### src/rtl/parity_pkg.sv
// Shared definitions for the parity pipeline: parity mode constants and
// the lane parity function used by every parity_lane instance.
package parity_pkg;

    // Beat-level parity mode carried on in_odd.
    localparam logic PARITY_EVEN = 1'b0;
    localparam logic PARITY_ODD  = 1'b1;

    // Widest lane the helper accepts; narrower lanes are zero-extended,
    // which leaves the XOR reduction unchanged.
    localparam int MAX_WIDTH = 1024;

    // Even parity is the XOR of all bits; odd mode inverts it.
    function automatic logic lane_parity(
        input logic [MAX_WIDTH-1:0] data,
        input logic                 mode
    );
        return (^data) ^ (mode == PARITY_ODD);
    endfunction

endpackage

### src/rtl/parity_lane.sv
// Combinational parity generator/checker for one WIDTH-bit lane.
// Ports: data, mode (0 even / 1 odd), rx_parity in; parity, error out.
module parity_lane
    import parity_pkg::*;
#(
    parameter int WIDTH = 8
) (
    input  logic [WIDTH-1:0] data,
    input  logic             mode,
    input  logic             rx_parity,
    output logic             parity,
    output logic             error
);

    assign parity = lane_parity(MAX_WIDTH'(data), mode);
    assign error  = parity ^ rx_parity;

endmodule

### src/rtl/parity_pipe.sv
// One-stage valid/ready parity pipeline: generates per-lane parity,
// checks it against in_parity, and tracks errors with a sticky flag.
// Ports: clk, rst_x (async active-low); in_valid/in_ready/in_data/
// in_parity/in_odd upstream; out_valid/out_ready/out_data/out_parity/
// out_error downstream; err_clear, err_sticky, err_count status.
// Define PARITY_PIPE_ERR_COUNT_EN to build the saturating error counter;
// otherwise err_count is tied to zero.
module parity_pipe
    import parity_pkg::*;
#(
    parameter int WIDTH = 8,
    parameter int LANES = 4,
    parameter int CNT_W = 16
) (
    input  logic                   clk,
    input  logic                   rst_x,
    input  logic                   in_valid,
    output logic                   in_ready,
    input  logic [LANES*WIDTH-1:0] in_data,
    input  logic [LANES-1:0]       in_parity,
    input  logic                   in_odd,
    output logic                   out_valid,
    input  logic                   out_ready,
    output logic [LANES*WIDTH-1:0] out_data,
    output logic [LANES-1:0]       out_parity,
    output logic [LANES-1:0]       out_error,
    input  logic                   err_clear,
    output logic                   err_sticky,
    output logic [CNT_W-1:0]       err_count
);

    logic [LANES-1:0] gen_parity;
    logic [LANES-1:0] gen_error;
    logic             accept;
    logic             beat_err;

    for (genvar l = 0; l < LANES; l++) begin : g_lane
        parity_lane #(
            .WIDTH(WIDTH)
        ) u_lane (
            .data     (in_data[l*WIDTH +: WIDTH]),
            .mode     (in_odd),
            .rx_parity(in_parity[l]),
            .parity   (gen_parity[l]),
            .error    (gen_error[l])
        );
    end

    // The output register frees up when empty or being drained.
    assign in_ready = !out_valid | out_ready;
    assign accept   = in_valid & in_ready;
    // One errored beat counts once, however many lanes mismatch.
    assign beat_err = accept & (|gen_error);

    always_ff @(posedge clk or negedge rst_x) begin
        if (!rst_x) begin
            out_valid  <= 1'b0;
            out_data   <= '0;
            out_parity <= '0;
            out_error  <= '0;
        end else if (accept) begin
            out_valid  <= 1'b1;
            out_data   <= in_data;
            out_parity <= gen_parity;
            out_error  <= gen_error;
        end else if (out_ready) begin
            out_valid  <= 1'b0;
        end
    end

    // A clear coinciding with an errored beat keeps that beat's error.
    always_ff @(posedge clk or negedge rst_x) begin
        if (!rst_x) begin
            err_sticky <= 1'b0;
        end else if (err_clear) begin
            err_sticky <= beat_err;
        end else if (beat_err) begin
            err_sticky <= 1'b1;
        end
    end

`ifdef PARITY_PIPE_ERR_COUNT_EN
    logic [CNT_W-1:0] cnt;

    always_ff @(posedge clk or negedge rst_x) begin
        if (!rst_x) begin
            cnt <= '0;
        end else if (err_clear) begin
            cnt <= CNT_W'(beat_err);
        end else if (beat_err && (cnt != {CNT_W{1'b1}})) begin
            cnt <= cnt + CNT_W'(1);
        end
    end

    assign err_count = cnt;
`else
    assign err_count = '0;
`endif

endmodule

### config.mk
export PLATFORM = sky130hd
export DESIGN_NAME = parity_pipe
export DESIGN_NICKNAME = d
export VERILOG_FILES = /design/src/rtl/parity_pkg.sv /design/src/rtl/parity_lane.sv /design/src/rtl/parity_pipe.sv
export SDC_FILE = /design/constraint.sdc
export NUM_CORES = 1
export LEC_CHECK = 0
export CORE_UTILIZATION = 40
export CTS_CLUSTER_DIAMETER = 200
export DETAILED_ROUTE_END_ITERATION = 6
export PLACE_DENSITY = 0.89
export SLEW_MARGIN = 20
export SYNTH_ARGS = -nofsm -noshare
export SYNTH_HDL_FRONTEND = slang
export SYNTH_SLANG_ARGS = --single-unit
### constraint.sdc
create_clock -name clk -period 1.82 [get_ports clk]
set_input_delay 0.182 -clock clk [delete_from_list [all_inputs] [get_ports clk]]
set_output_delay 0.182 -clock clk [all_outputs]
set_load 0.01 [all_outputs]
# After elaboration in Yosys (flattened, before gate mapping)
# Cells that the tools add are included.
[word_totals] reg_bits=42 in_bits=42
[classes] muxes=4 n_bitwise=11 reduce_logical=8
[ops] op="$reduce_xor 1024->1" n=4
[ops] op="$xor 1x1->1" n=8
[ops] op="$mux 1" n=4
[ops] op="$reduce_bool 2->1" n=2
[ops] op="$reduce_or 4->1" n=1
[ops] op="$and 1x1->1" n=2
[ops] op="$logic_not 1->1" n=1
[ops] op="$or 1x1->1" n=1

# Depth between registers and ports, before layout
# Gate-level depths: netlist of the first run.
[logic_depth] word_depth=7 depth_mapped=5 depth_no_buf=5

# Modules after synthesis
# Synthesis of the first run repeated with hierarchy kept, for this count alone.
[hier_totals] cells_unflattened=141 area_unflattened_um2=2284.7
[modules_own_cells] mod="parity_pipe" instances=1 cells_each=109 area_each_um2=1864.3 seq_area_each_um2=1051.0
[modules_own_cells] mod="parity_lane" instances=4 cells_each=8 area_each_um2=105.1 seq_area_each_um2=0.0

# Worst setup path before layout of the first run
# OpenSTA, ideal clock, no wires.
[synth_timing] path_kind="input -> register" startpoint="in in_data[21]" endpoint="reg err_sticky" setup_time_ps=139 t_arrival_ps=1474 required_ps=1681 setup_slack_ps=207 cell_stages=5 path_buffers=0 cell_sequence="xnor2_1 xnor3_1 xor3_1 nor4_1 o22ai_1"
[synth_via] elab_chain_cells=6 word_cells_on_any_way=7 classes_between="mux (1); bitwise (3); reduce/logical (3)"
[synth_rtl] element="from (decl)" line="parity_pipe.sv:19" source="input logic [LANES*WIDTH-1:0] in_data,"
[synth_rtl] element="$reduce_xor 1024->1 *" line="parity_pkg.sv:18" source="return (^data) ^ (mode == PARITY_ODD);"
[synth_rtl] element="$xor 1x1->1 *" line="parity_pkg.sv:18"
[synth_rtl] element="$xor 1x1->1 *" line="parity_lane.sv:16" source="assign error = parity ^ rx_parity;"
[synth_rtl] element="$reduce_or 4->1 *" line="parity_pipe.sv:53" source="assign beat_err = accept & (|gen_error);"
[synth_rtl] element="$and 1x1->1 *" line="parity_pipe.sv:53"
[synth_rtl] element="$mux 1 / $reduce_bool 2->1 (equally long branches)"
[synth_rtl] element="to (signal assigned)" line="parity_pipe.sv:76" source="err_sticky <= beat_err;"
[synth_rtl] element="to (decl)" line="parity_pipe.sv:28" source="output logic err_sticky,"
# Mark *: on every way between the ends. The rest lies on a longest branch, timed or not.
# A chain may end at the register's enable or synchronous reset.

# Final worst setup path of the first run
[layout_timing] startpoint="in in_data[13]" endpoint="reg err_sticky"
# Same word-level chain as after synthesis.

==> qor.yml, run 1 <==
insertedDiodeCount: 0
setup_viol: 0
die_y_um: 74.06
worstSetupStartpointType: "input port"
root_buffer: "clkbuf_8"
drive_above_1_share_pct: 25.93
reg2regPathDepth: 4
p_total_mw: 3.080
path_clk_slew_ns: 0.08
ys_types: 16
reg2reg_to: "out_data[25]$_DFFE_PN0P_"
start_util_pct: 42.84
fp.coreArea_um2: 4848
cp_slowest_stage_delay_ns: 0.50
fin_tns_setup_ns: 0
multiInputGateArea_um2: 972.2
drt_first_iter_violations: 11
drv_slew: 0
synth-seq-cells: 42
crit_start: "in_data[13]"
crit_family: "XOR/XNOR gates"
h-tree-depth: 2
final_core_util_pct: 65.06
p_per_area_nw_per_um2: 976.5
grt_max_degree: 28
final_hold_viol_count: 0
place.gp.congestion: 0.6958
cp.buffers_inverters: 1
synth.yosys.seq_area_share_pct: 50.60
required_ns: 1.98
drt_pass1_iterations: 3
routed_wl_um: 4409
crit_fanout: 2
fmax_mhz: 584.8
seq_area_um2: 1051
die_area_um2: 5485
vias: 1399
drv_cap: 0
route.detailed.drc: 0
synth_cells: 146
ant_nets: 0
cts_buffers: 5
cts_tree: "done"
outcome: "finished, final reports clean"
grt_pass1_wl_um: 7072
dp_hpwl_um: 3337
wl_per_cell_um: 14.22
slowest_stage: "clkdlybuf4s50_1"
path_cells: "clkdlybuf4s50_1 > xnor2_1 > xnor3_2 > xor3_1 > nor4_2 > o22ai_1"
syn_to_final_growth_pct: 51.87
nNetsFinal: 284
worstSkewPairLatency_ns: 0.29
endpoint_kind: "register"
track_usage_pct: 17.61
ys_warn_count: 0
avgSynthCellArea_um2: 14.23
criticalPathCategory: "in -> reg"
numClockSinks: 42
finalCriticalPeriod_ns: 1.710
syn_area_um2: 2077
grt-ovfl-total: 0
critPathArrivalTime_ns: 1.87
ios: 101
reg2reg_from: "out_valid$_DFFE_PN0P_"
n_fill_cell: 384
first_global_vias: 1472
antenna_found_initial: 0
peakVddDrop_mv: 0.6252
clockBufferDepth: 2
portBuffers: 84
num_rows: 25
min_period_over_period_pct: 93.96
finClkSkew_ns: 0.008154
worst_hold_path_type: "in -> async"
r2r_slack_ns: 0.46
dieWidth_um: 74.06
p_leak_nw: 1.366
vias_per_cell: 4.513
-- how the worst max path moves through the flow --
stage / to / depth (start not counted)
finish: err_sticky$_DFFE_PN0P_ / 6
global route: err_sticky$_DFFE_PN0P_ / 6
CTS: err_sticky$_DFFE_PN0P_ / 6
detailed placement: err_sticky$_DFFE_PN0P_ / 6
global placement: err_sticky$_DFFE_PN0P_ / 6
floorplan: err_sticky$_DFFE_PN0P_ / 5
-- power by group --
group	switching, mW	internal [mW]
combinational	0.430	0.748
sequential	0.0966	1.12
clock	0.302	0.383
-- placed cells by master, fill, tap and decap left out, types with 4 or more instances in the layout --
| cell | count |
|---|---|
| xor3_1 | 4 |
| mux2_2 | 36 |
| clkdlybuf4s50_1 | 83 |
| nand2_1 | 4 |
| xnor2_2 | 5 |
| buf_4 | 9 |
| xnor2_1 | 19 |
| dfrtp_1 | 42 |
| o21ai_0 | 4 |
| clkbuf_8 | 8 |
| conb_1 | 16 |
-- layer usage --
metal / vias to the layer above / GRT usage [%] / wire length [um]
li1: 647 / - / -
met2: 54 / 31.41 / 2359
met3: 9 / 5.149 / 261
met5: - / 0 / 0
met1: 689 / 19.88 / 1708
met4: 0 / 6.624 / 80
-- worst reg2reg max path, cell delays in order, from the launching register on --
cell      delay [ns]
dfrtp_1         0.37
nand2b_1        0.11
nand2_2         0.12
buf_4           0.27
mux2_2          0.38
-- final cells by class --
cell class	count	area share (%)
repair buffers	95	29.59
flip-flops and latches	42	33.32
multi-input cells	97	30.82
well taps	67	2.658
clock buffers	8	3.491
inverters	1	0.1190
-- flip-flops by register name, summed over array words and instances (netlist names) --
name / count
err_sticky: 1
out_data: 32
out_error: 4
out_parity: 4
out_valid: 1
-- synthesized netlist by cell type --
cell	number	area, um^2
dfrtp_1	42	1051
mux2_2	36	405.4
xnor2_1	22	192.7
buf_4	16	120.1
nand2_1	5	18.77
clkbuf_1	4	15.01
o21ai_0	4	20.02
xnor3_1	4	90.09
xor3_1	4	95.09
nand2b_1	2	12.51
xnor2_2	2	32.53
buf_1	1	3.750
conb_1	1	3.750
inv_1	1	3.750
nor4_1	1	6.260
o22ai_1	1	6.260
-- cell families (layout without fill, tap and decap cells) --
logic type,count (synthesis),count (layout),share of synthesized area [%]
AOI/OAI and AO/OA,5,5,1.265
buffers and inverters,22,104,6.867
other,1,16,0.1805
and+or+nand+nor,8,8,1.807
DFF,42,42,50.60
muxes,36,36,19.52
xor gates and xnor gates,32,32,19.76
-- what timing repair did --
action / CTS / global route
endpoints found under the hold margin: 18 / 0
hold buffers: 1 / 0
setup endpoints to repair: 2 / 2
gates resized for setup: 4 / 1
buffers inserted: 2 / 1
pin swaps: 9 / 3
-- metrics by stage --
| step | hold slack [ns] | cell area, um^2 | setup slack (ns) | cells |
|---|---|---|---|---|
| 2_1_floorplan | -0.1136 | 2133 | 0.2066 | 161 |
| 3_3_place_gp | 0.1495 | 2982 | -0.3704 | 298 |
| 3_5_place_dp | 0.1558 | 2982 | -0.4879 | 298 |
| 4_1_cts | 0.3772 | 3141 | 0.02469 | 309 |
| 5_1_grt | 0.4060 | 3154 | -0.006579 | 310 |
| 6_report | 0.3733 | 3154 | 0.1099 | 310 |
Note: power is estimated with default switching activity, not from simulation.
==> run 2, diff against run 1 <==
Settings changed: CAP_MARGIN set to 20, CTS_CLUSTER_DIAMETER 200 to unset, SLEW_MARGIN 20 to 15.
==> results of run 2 <==
No change in the layout: final DEF, timing and power equal those of run 1.
==> run 3, diff against run 2 <==
Settings changed: CTS_CLUSTER_SIZE set to 40.
==> results of run 3 <==
No change in the layout: final DEF, timing and power equal those of run 1.
